--- src/rtl/pc_seq_pkg.sv ---
// Shared encodings for the PC-source sequencer: mux selects, exception causes,
// FSM states and the wait-counter sizing helper.
package pc_seq_pkg;

  typedef enum logic [3:0] {
    PCSRC_ALU     = 4'd0,
    PCSRC_ALUOUT  = 4'd1,
    PCSRC_SHIFT28 = 4'd2,
    PCSRC_EPC     = 4'd3,
    PCSRC_SIGN8   = 4'd4
  } pcsrc_e;

  typedef enum logic [1:0] {
    CAUSE_NONE   = 2'd0,
    CAUSE_OPCODE = 2'd1,
    CAUSE_OVF    = 2'd2,
    CAUSE_DIV0   = 2'd3
  } cause_e;

  typedef enum logic [1:0] {
    ST_IDLE     = 2'd0,
    ST_EXC_SAVE = 2'd1,
    ST_EXC_WAIT = 2'd2,
    ST_EXC_LOAD = 2'd3
  } state_e;

  localparam int unsigned ADDR_W = 32;

  // Counter must hold MEM_LAT-1; never narrower than one bit.
  function automatic int unsigned cnt_width(input int unsigned lat);
    int unsigned w;
    w = $clog2(lat);
    return (w < 1) ? 1 : w;
  endfunction

endpackage

--- src/rtl/exc_wait_counter.sv ---
// Loadable down-counter that times the memory latency of the vector byte read.
module exc_wait_counter
  import pc_seq_pkg::*;
#(
  parameter int unsigned MEM_LAT = 1
) (
  input  logic clk,
  input  logic reset_n,
  input  logic load,
  input  logic dec,
  output logic zero
);

  localparam int unsigned CNT_W = cnt_width(MEM_LAT);
  localparam logic [CNT_W-1:0] LOAD_VAL = CNT_W'(MEM_LAT - 1);

  logic [CNT_W-1:0] cnt_q;

  always_ff @(posedge clk or negedge reset_n) begin
    if (!reset_n) begin
      cnt_q <= '0;
    end else if (load) begin
      cnt_q <= LOAD_VAL;
    end else if (dec && (cnt_q != '0)) begin
      cnt_q <= cnt_q - CNT_W'(1);
    end
  end

  assign zero = (cnt_q == '0);

endmodule

--- src/rtl/pc_sequencer.sv ---
// PC-source sequencer: zero-latency decode of control transfers in IDLE and a
// multi-cycle exception entry (save EPC, fetch vector byte, load PC).
module pc_sequencer
  import pc_seq_pkg::*;
#(
  parameter int unsigned MEM_LAT    = 1,
  parameter int unsigned VEC_OPCODE = 253,
  parameter int unsigned VEC_OVF    = 254,
  parameter int unsigned VEC_DIV0   = 255
) (
  input  logic              clk,
  input  logic              reset_n,
  input  logic              seq_req,
  input  logic              branch_req,
  input  logic              branch_taken,
  input  logic              jump_req,
  input  logic              jr_req,
  input  logic              rte_req,
  input  logic              exc_opcode,
  input  logic              exc_ovf,
  input  logic              exc_div0,
  output logic [3:0]        pcsource,
  output logic              pc_write,
  output logic              epc_write,
  output logic              exc_mem_read,
  output logic [ADDR_W-1:0] exc_addr,
  output logic [1:0]        exc_cause,
  output logic              busy
);

  state_e            state_q, state_d;
  pcsrc_e            pcsource_c;
  logic              pc_write_c;
  logic              exc_take_c;
  cause_e            cause_c;
  logic [ADDR_W-1:0] vec_addr_c;
  logic              cnt_load_c;
  logic              cnt_dec_c;
  logic              cnt_zero;
  cause_e            cause_q;
  logic [ADDR_W-1:0] addr_q;

  exc_wait_counter #(
    .MEM_LAT (MEM_LAT)
  ) u_wait_cnt (
    .clk     (clk),
    .reset_n (reset_n),
    .load    (cnt_load_c),
    .dec     (cnt_dec_c),
    .zero    (cnt_zero)
  );

  always_ff @(posedge clk or negedge reset_n) begin
    if (!reset_n) begin
      state_q <= ST_IDLE;
    end else begin
      state_q <= state_d;
    end
  end

  // Cause and vector address are captured only when an exception is accepted.
  always_ff @(posedge clk or negedge reset_n) begin
    if (!reset_n) begin
      cause_q <= CAUSE_NONE;
      addr_q  <= '0;
    end else if (exc_take_c) begin
      cause_q <= cause_c;
      addr_q  <= vec_addr_c;
    end
  end

  always_comb begin
    state_d      = state_q;
    pcsource_c   = PCSRC_ALU;
    pc_write_c   = 1'b0;
    epc_write    = 1'b0;
    exc_mem_read = 1'b0;
    busy         = 1'b0;
    cnt_load_c   = 1'b0;
    cnt_dec_c    = 1'b0;
    exc_take_c   = 1'b0;
    cause_c      = CAUSE_NONE;
    vec_addr_c   = '0;

    case (state_q)
      ST_IDLE: begin
        // Fixed priority; lower-priority requests in the same cycle are dropped.
        if (exc_opcode) begin
          exc_take_c = 1'b1;
          cause_c    = CAUSE_OPCODE;
          vec_addr_c = ADDR_W'(VEC_OPCODE);
        end else if (exc_div0) begin
          exc_take_c = 1'b1;
          cause_c    = CAUSE_DIV0;
          vec_addr_c = ADDR_W'(VEC_DIV0);
        end else if (exc_ovf) begin
          exc_take_c = 1'b1;
          cause_c    = CAUSE_OVF;
          vec_addr_c = ADDR_W'(VEC_OVF);
        end else if (rte_req) begin
          pcsource_c = PCSRC_EPC;
          pc_write_c = 1'b1;
        end else if (jr_req) begin
          pcsource_c = PCSRC_ALUOUT;
          pc_write_c = 1'b1;
        end else if (jump_req) begin
          pcsource_c = PCSRC_SHIFT28;
          pc_write_c = 1'b1;
        end else if (branch_req) begin
          pcsource_c = PCSRC_ALUOUT;
          pc_write_c = branch_taken;
        end else if (seq_req) begin
          pcsource_c = PCSRC_ALU;
          pc_write_c = 1'b1;
        end
        if (exc_take_c) begin
          state_d = ST_EXC_SAVE;
        end
      end
      ST_EXC_SAVE: begin
        busy         = 1'b1;
        epc_write    = 1'b1;
        exc_mem_read = 1'b1;
        cnt_load_c   = 1'b1;
        state_d      = ST_EXC_WAIT;
      end
      ST_EXC_WAIT: begin
        busy = 1'b1;
        if (cnt_zero) begin
          state_d = ST_EXC_LOAD;
        end else begin
          cnt_dec_c = 1'b1;
        end
      end
      ST_EXC_LOAD: begin
        busy       = 1'b1;
        pcsource_c = PCSRC_SIGN8;
        pc_write_c = 1'b1;
        state_d    = ST_IDLE;
      end
      default: begin
        state_d = ST_IDLE;
      end
    endcase
  end

  // IDLE decode is Mealy, so mask it while reset is held to keep outputs at 0.
  assign pcsource  = reset_n ? 4'(pcsource_c) : 4'd0;
  assign pc_write  = reset_n & pc_write_c;
  assign exc_cause = 2'(cause_q);
  assign exc_addr  = addr_q;

endmodule

--- config.mk ---
export PLATFORM = sky130hd
export DESIGN_NAME = pc_sequencer
export DESIGN_NICKNAME = d
export VERILOG_FILES = /design/src/rtl/pc_seq_pkg.sv /design/src/rtl/exc_wait_counter.sv /design/src/rtl/pc_sequencer.sv
export SDC_FILE = /design/constraint.sdc
export NUM_CORES = 1
export LEC_CHECK = 0
export CORE_MARGIN = 2
export CORE_UTILIZATION = 34
export CTS_CLUSTER_DIAMETER = 50
export DETAILED_ROUTE_END_ITERATION = 10
export PLACE_DENSITY = 0.84
export SLEW_MARGIN = 20
export SYNTH_ARGS = -nofsm -noshare
export SYNTH_HDL_FRONTEND = slang
export SYNTH_SLANG_ARGS = --single-unit
--- constraint.sdc ---
create_clock -name clk -period 4.35 [get_ports clk]
set_input_delay 1.0875 -clock clk [delete_from_list [all_inputs] [get_ports clk]]
set_output_delay 1.0875 -clock clk [all_outputs]
set_load 0.01 [all_outputs]
# After elaboration in Yosys (flattened, before gate mapping)
# Index checks and enable logic that the tools add are counted.
totals:
  elab_cells: 56
  regBits: 37
  inputBits: 11
  output_inout_bits: 42
op_classes:
  add_sub_neg: 1
  eq_ne: 5
  reduce_logical: 5
  n_bitwise: 1
  muxes: 40
op_table:
  columns: ["cell", "count"]
  rows:
  - ["two-way mux 8 bit", 4]
  - ["two-way mux 2 bit", 12]
  - ["two-way mux 1 bit", 20]
  - ["one-hot mux 2 bit (4 select lines)", 1]
  - ["one-hot mux 3 bit (2 select lines)", 1]
  - ["equality test 2 bit (second input constant)", 2]
  - ["two-way mux 4 bit", 1]
  - ["!= test 2 bit (second input constant)", 2]
  - ["OR reduction 3 bit", 1]
  - ["equality test 2 x 1 -> 1 bit (second input constant)", 1]
  - ["logical NOT 2 bit", 1]
  - ["one-hot mux 1 bit (2 select lines)", 1]
  - ["AND reduction 2 bit", 1]
  - ["nonzero test 2 bit", 1]
  - ["AND 1 bit", 1]
  - ["logical AND 1 bit", 1]
  - ["subtractor 1 bit (second input constant)", 1]

# Depth between registers and ports, before layout
logic_depth:
  ltp_word: 10
  ltp_mapped: 5

# Cells and area by module
# A second synthesis with hierarchy kept.
unflattened:
  hier_cells: 76
  area_unflattened_um2: 659.4
modules_own_cells:
  columns: ["module", "cells_per_inst", "area_each_um2", "n_inst", "seq_area_each_um2"]
  rows:
  - ["pc_sequencer", 73, 618.1, 1, 125.1]
  - ["exc_wait_counter", 3, 41.3, 1, 25.0]

# Worst setup path after synthesis
# Ideal clock, no wire load.
synth_timing:
  kind: "input to output"
  from: "input port exc_div0"
  to: "output port pc_write"
  stages: 3
  arrival_ps: 1748
  slack_ps: 1515
  n_path_buf: 0
  t_required_ps: 3263
  path_cell_list: "nor3_2 -> nand4b_1 -> o22ai_1"
synth_via:
  elab_chain_len: 4
synth_lines:
  columns: ["element", "line_no", "text"]
  rows:
  - ["start, declared", "pc_sequencer.sv:21", "input logic exc_div0,"]
  - ["two-way mux 1 bit", "pc_sequencer.sv:92", "end else if (exc_div0) begin"]
  - ["two-way mux 1 bit", "pc_sequencer.sv:88", "if (exc_opcode) begin"]
  - ["one-hot mux 1 bit (2 select lines)", "pc_sequencer.sv:85", "case (state_q)"]
  - ["AND 1 bit", "pc_sequencer.sv:149", "assign pc_write = reset_n & pc_write_c;"]
  - ["end, declared", "pc_sequencer.sv:23", "output logic pc_write,"]
# Every way passes these cells.

# Worst setup path in the final report
# Ends and elaborated chain as after synthesis.

==> results.cfg <==
[global_route]
grt_overflow = 0
grt_pass1_vias = 421
grt_pass1_wl_um = 1760
grt_use_total = 0.113
grt_max_degree = 9
antenna_found_initial = 0

[critical_path]
arrival_ns = 2.79
worst_ep_required_time_ns = 3.26
cp_common_cell = clkdlybuf4s50_1
path_max_fanout = 3
critical_path_class = input port to output pin
cp_slowest_cell = clkdlybuf4s50_1
start_kind = input port
worstPathCellList = clkdlybuf4s50_1, nor3_2, nand4b_1, o22ai_1, clkdlybuf4s50_1
cp-end-kind = output pin
cp_slowest_stage_delay_ns = 0.56
rr_worst_depth = 4
regToRegSetupSlack_ns = 2.87

[run]
max_cap_violations = 0

[detailed_routing]
remaining_drc_errors = 0
dr.pass1.iters = 3
routed_wl_um = 1180
via_count = 468
post_drt_wl_per_cell_um = 9.79
antenna_left = 0
vias_per_cell = 3.90
drt-initial-drc-count = 4

[final_layout]
fin_area_sq_um = 808
layout_commonest_cell = clkdlybuf4s50_1
final_core_util = 0.463
drive_above_1_share = 0.0842
final_cell_mix = clkdlybuf4s50_1 (27), conb_1 (25), inv_1 (8)
final_cells = 120
nNetsFinal = 113
diodes = 0
areaGrowthSynthToFinish_pct = 25.9

[clock_network]
cts.sinks = 6
clockRootBuffer = clkbuf_4
cts_inserted_buffers = 3
cts_tree = yes
cts_resized = 0
cts_setup_buffers = 0
htree_levels = 1
clkTransAtPathRegs_ns = 0.05
holdBufCountCts = 0
clockBufferDepth = 2
clk_latency_ns = 0.24

[synthesis]
avgSynthCellArea_sq_um = 8.67
ys_types = 21
seq_area_frac_synth = 0.234
synth-seq-cells = 6
synth_top_area_share = 0.386
synthTopCellsByArea = buf_4 (39%), dfrtp_1 (23%), ha_1 (9.7%), inv_1 (4.7%), mux2_4 (2.3%)
syn_inst = 74
syn_area_sq_um = 642
ys_warn_count = 0
synth_largest_area_cell = buf_4

[placement]
numPlacedInstances = 117
place_area_sq_um = 786
gp_congestion = 0.729
io_buffer_count = 27
hpwlAfterDp_um = 967
pre_cts_ws_ns = 0.473

[sta]
finalSetupViolations = 0
hold_violations = 0
whs_ns = 0.503
worst_slack_ns = 0.469
period_share = 0.892
fin_setup_tns_ns = 0
skew_ns = 0.00340
rsz0062_at_grt = no
period_needed_ns = 3.88
drv_slew = 0
max_freq_mhz = 258

[power]
peakVddDrop_v = 0.000293
pwr-share-clk = 0.135
cellPowerDensity_mw_per_mm2 = 462
switchingPower_mw = 0.143
power_mw = 0.374
power_frac_seq = 0.253
power_frac_comb = 0.612
swShare = 0.384
leakagePower_nw = 0.399
p_int_mw = 0.230

[floorplan]
ios = 53
start_util = 0.368
core_area_sq_mm = 0.00175
die_y_um = 47.5
num_rows = 15
fp.dieArea_sq_mm = 0.00225
die_w_um = 47.5

[hold_path]
hold_class = flip-flop to flip-flop
hold_path_depth = 2

[outcome]
outcome = finished, final reports clean
## per-layer routing
layer | track usage | up-vias | part of all wire
met4 | 0.0500 | 0 | 0
li1 | - | 223 | -
met2 | 0.197 | 35 | 0.47
met5 | 0 | - | 0
met1 | 0.122 | 210 | 0.39
met3 | 0.0415 | 0 | 0.13
## path summary, 6_finish.rpt
path | end | from
max | pc_write | exc_div0
min | exc_cause[0] | exc_cause[0]
max reg2reg | state_q[1] | state_q[0]
min reg2reg | exc_cause[0] | exc_cause[0]
max in group asynchronous | state_q[1] | reset_n
min in group asynchronous | exc_addr[1] | reset_n
## critical path, delay by kind of cell
family                 cells  cell delay, ns
buffers and inverters      2            1.01
and+or+nand+nor            2            0.49
AOI/OAI and AO/OA          1            0.21
## cells in the mapped netlist
library cell	instances
buf_4	33
nor3_2	1
inv_1	8
nand4b_1	1
nor2_1	2
conb_1	1
a21oi_1	1
nor3b_1	1
a22oi_1	1
ha_1	5
a211oi_1	1
o22a_2	1
o22ai_1	1
dfrtp_1	6
o21bai_1	1
mux2_4	1
mux2_2	1
nor4_1	1
o21ai_0	2
nand2_1	4
a22oi_2	1
## flip-flops by register name, summed over array words and instances, names as in the netlist
signal            cells
exc_addr              2
exc_cause             1
state_q               2
u_wait_cnt.cnt_q      1
## layout make-up
cell class	count	area, sq um
clock buffers	3	22.5
fillers	174	937
inverters	8	30.0
multi-input cells	51	304
flip-flops and latches	6	150
well taps	25	31.3
repair buffers	27	270
## cell families (layout without fill, tap and decap cells)
logic type | Yosys count | count (layout) | synth area share
muxes | 2 | 2 | 0.0409
and+or+nand+nor | 10 | 10 | 0.0858
buffers and inverters | 41 | 38 | 0.433
other | 1 | 25 | 0.00584
DFF | 6 | 6 | 0.234
AOI/OAI and AO/OA | 9 | 9 | 0.103
adders and majority gates | 5 | 5 | 0.0975
## power groups by stage
stage	clock network (mW)	registers, mW	logic [mW]
2_1_floorplan	0	0.0952	0.154
3_3_place_gp	0	0.0932	0.223
3_5_place_dp	0	0.0945	0.227
4_1_cts	0.0523	0.0941	0.229
5_1_grt	0.0549	0.0971	0.249
6_report	0.0505	0.0944	0.229
Power figures use the tool's default switching activity.
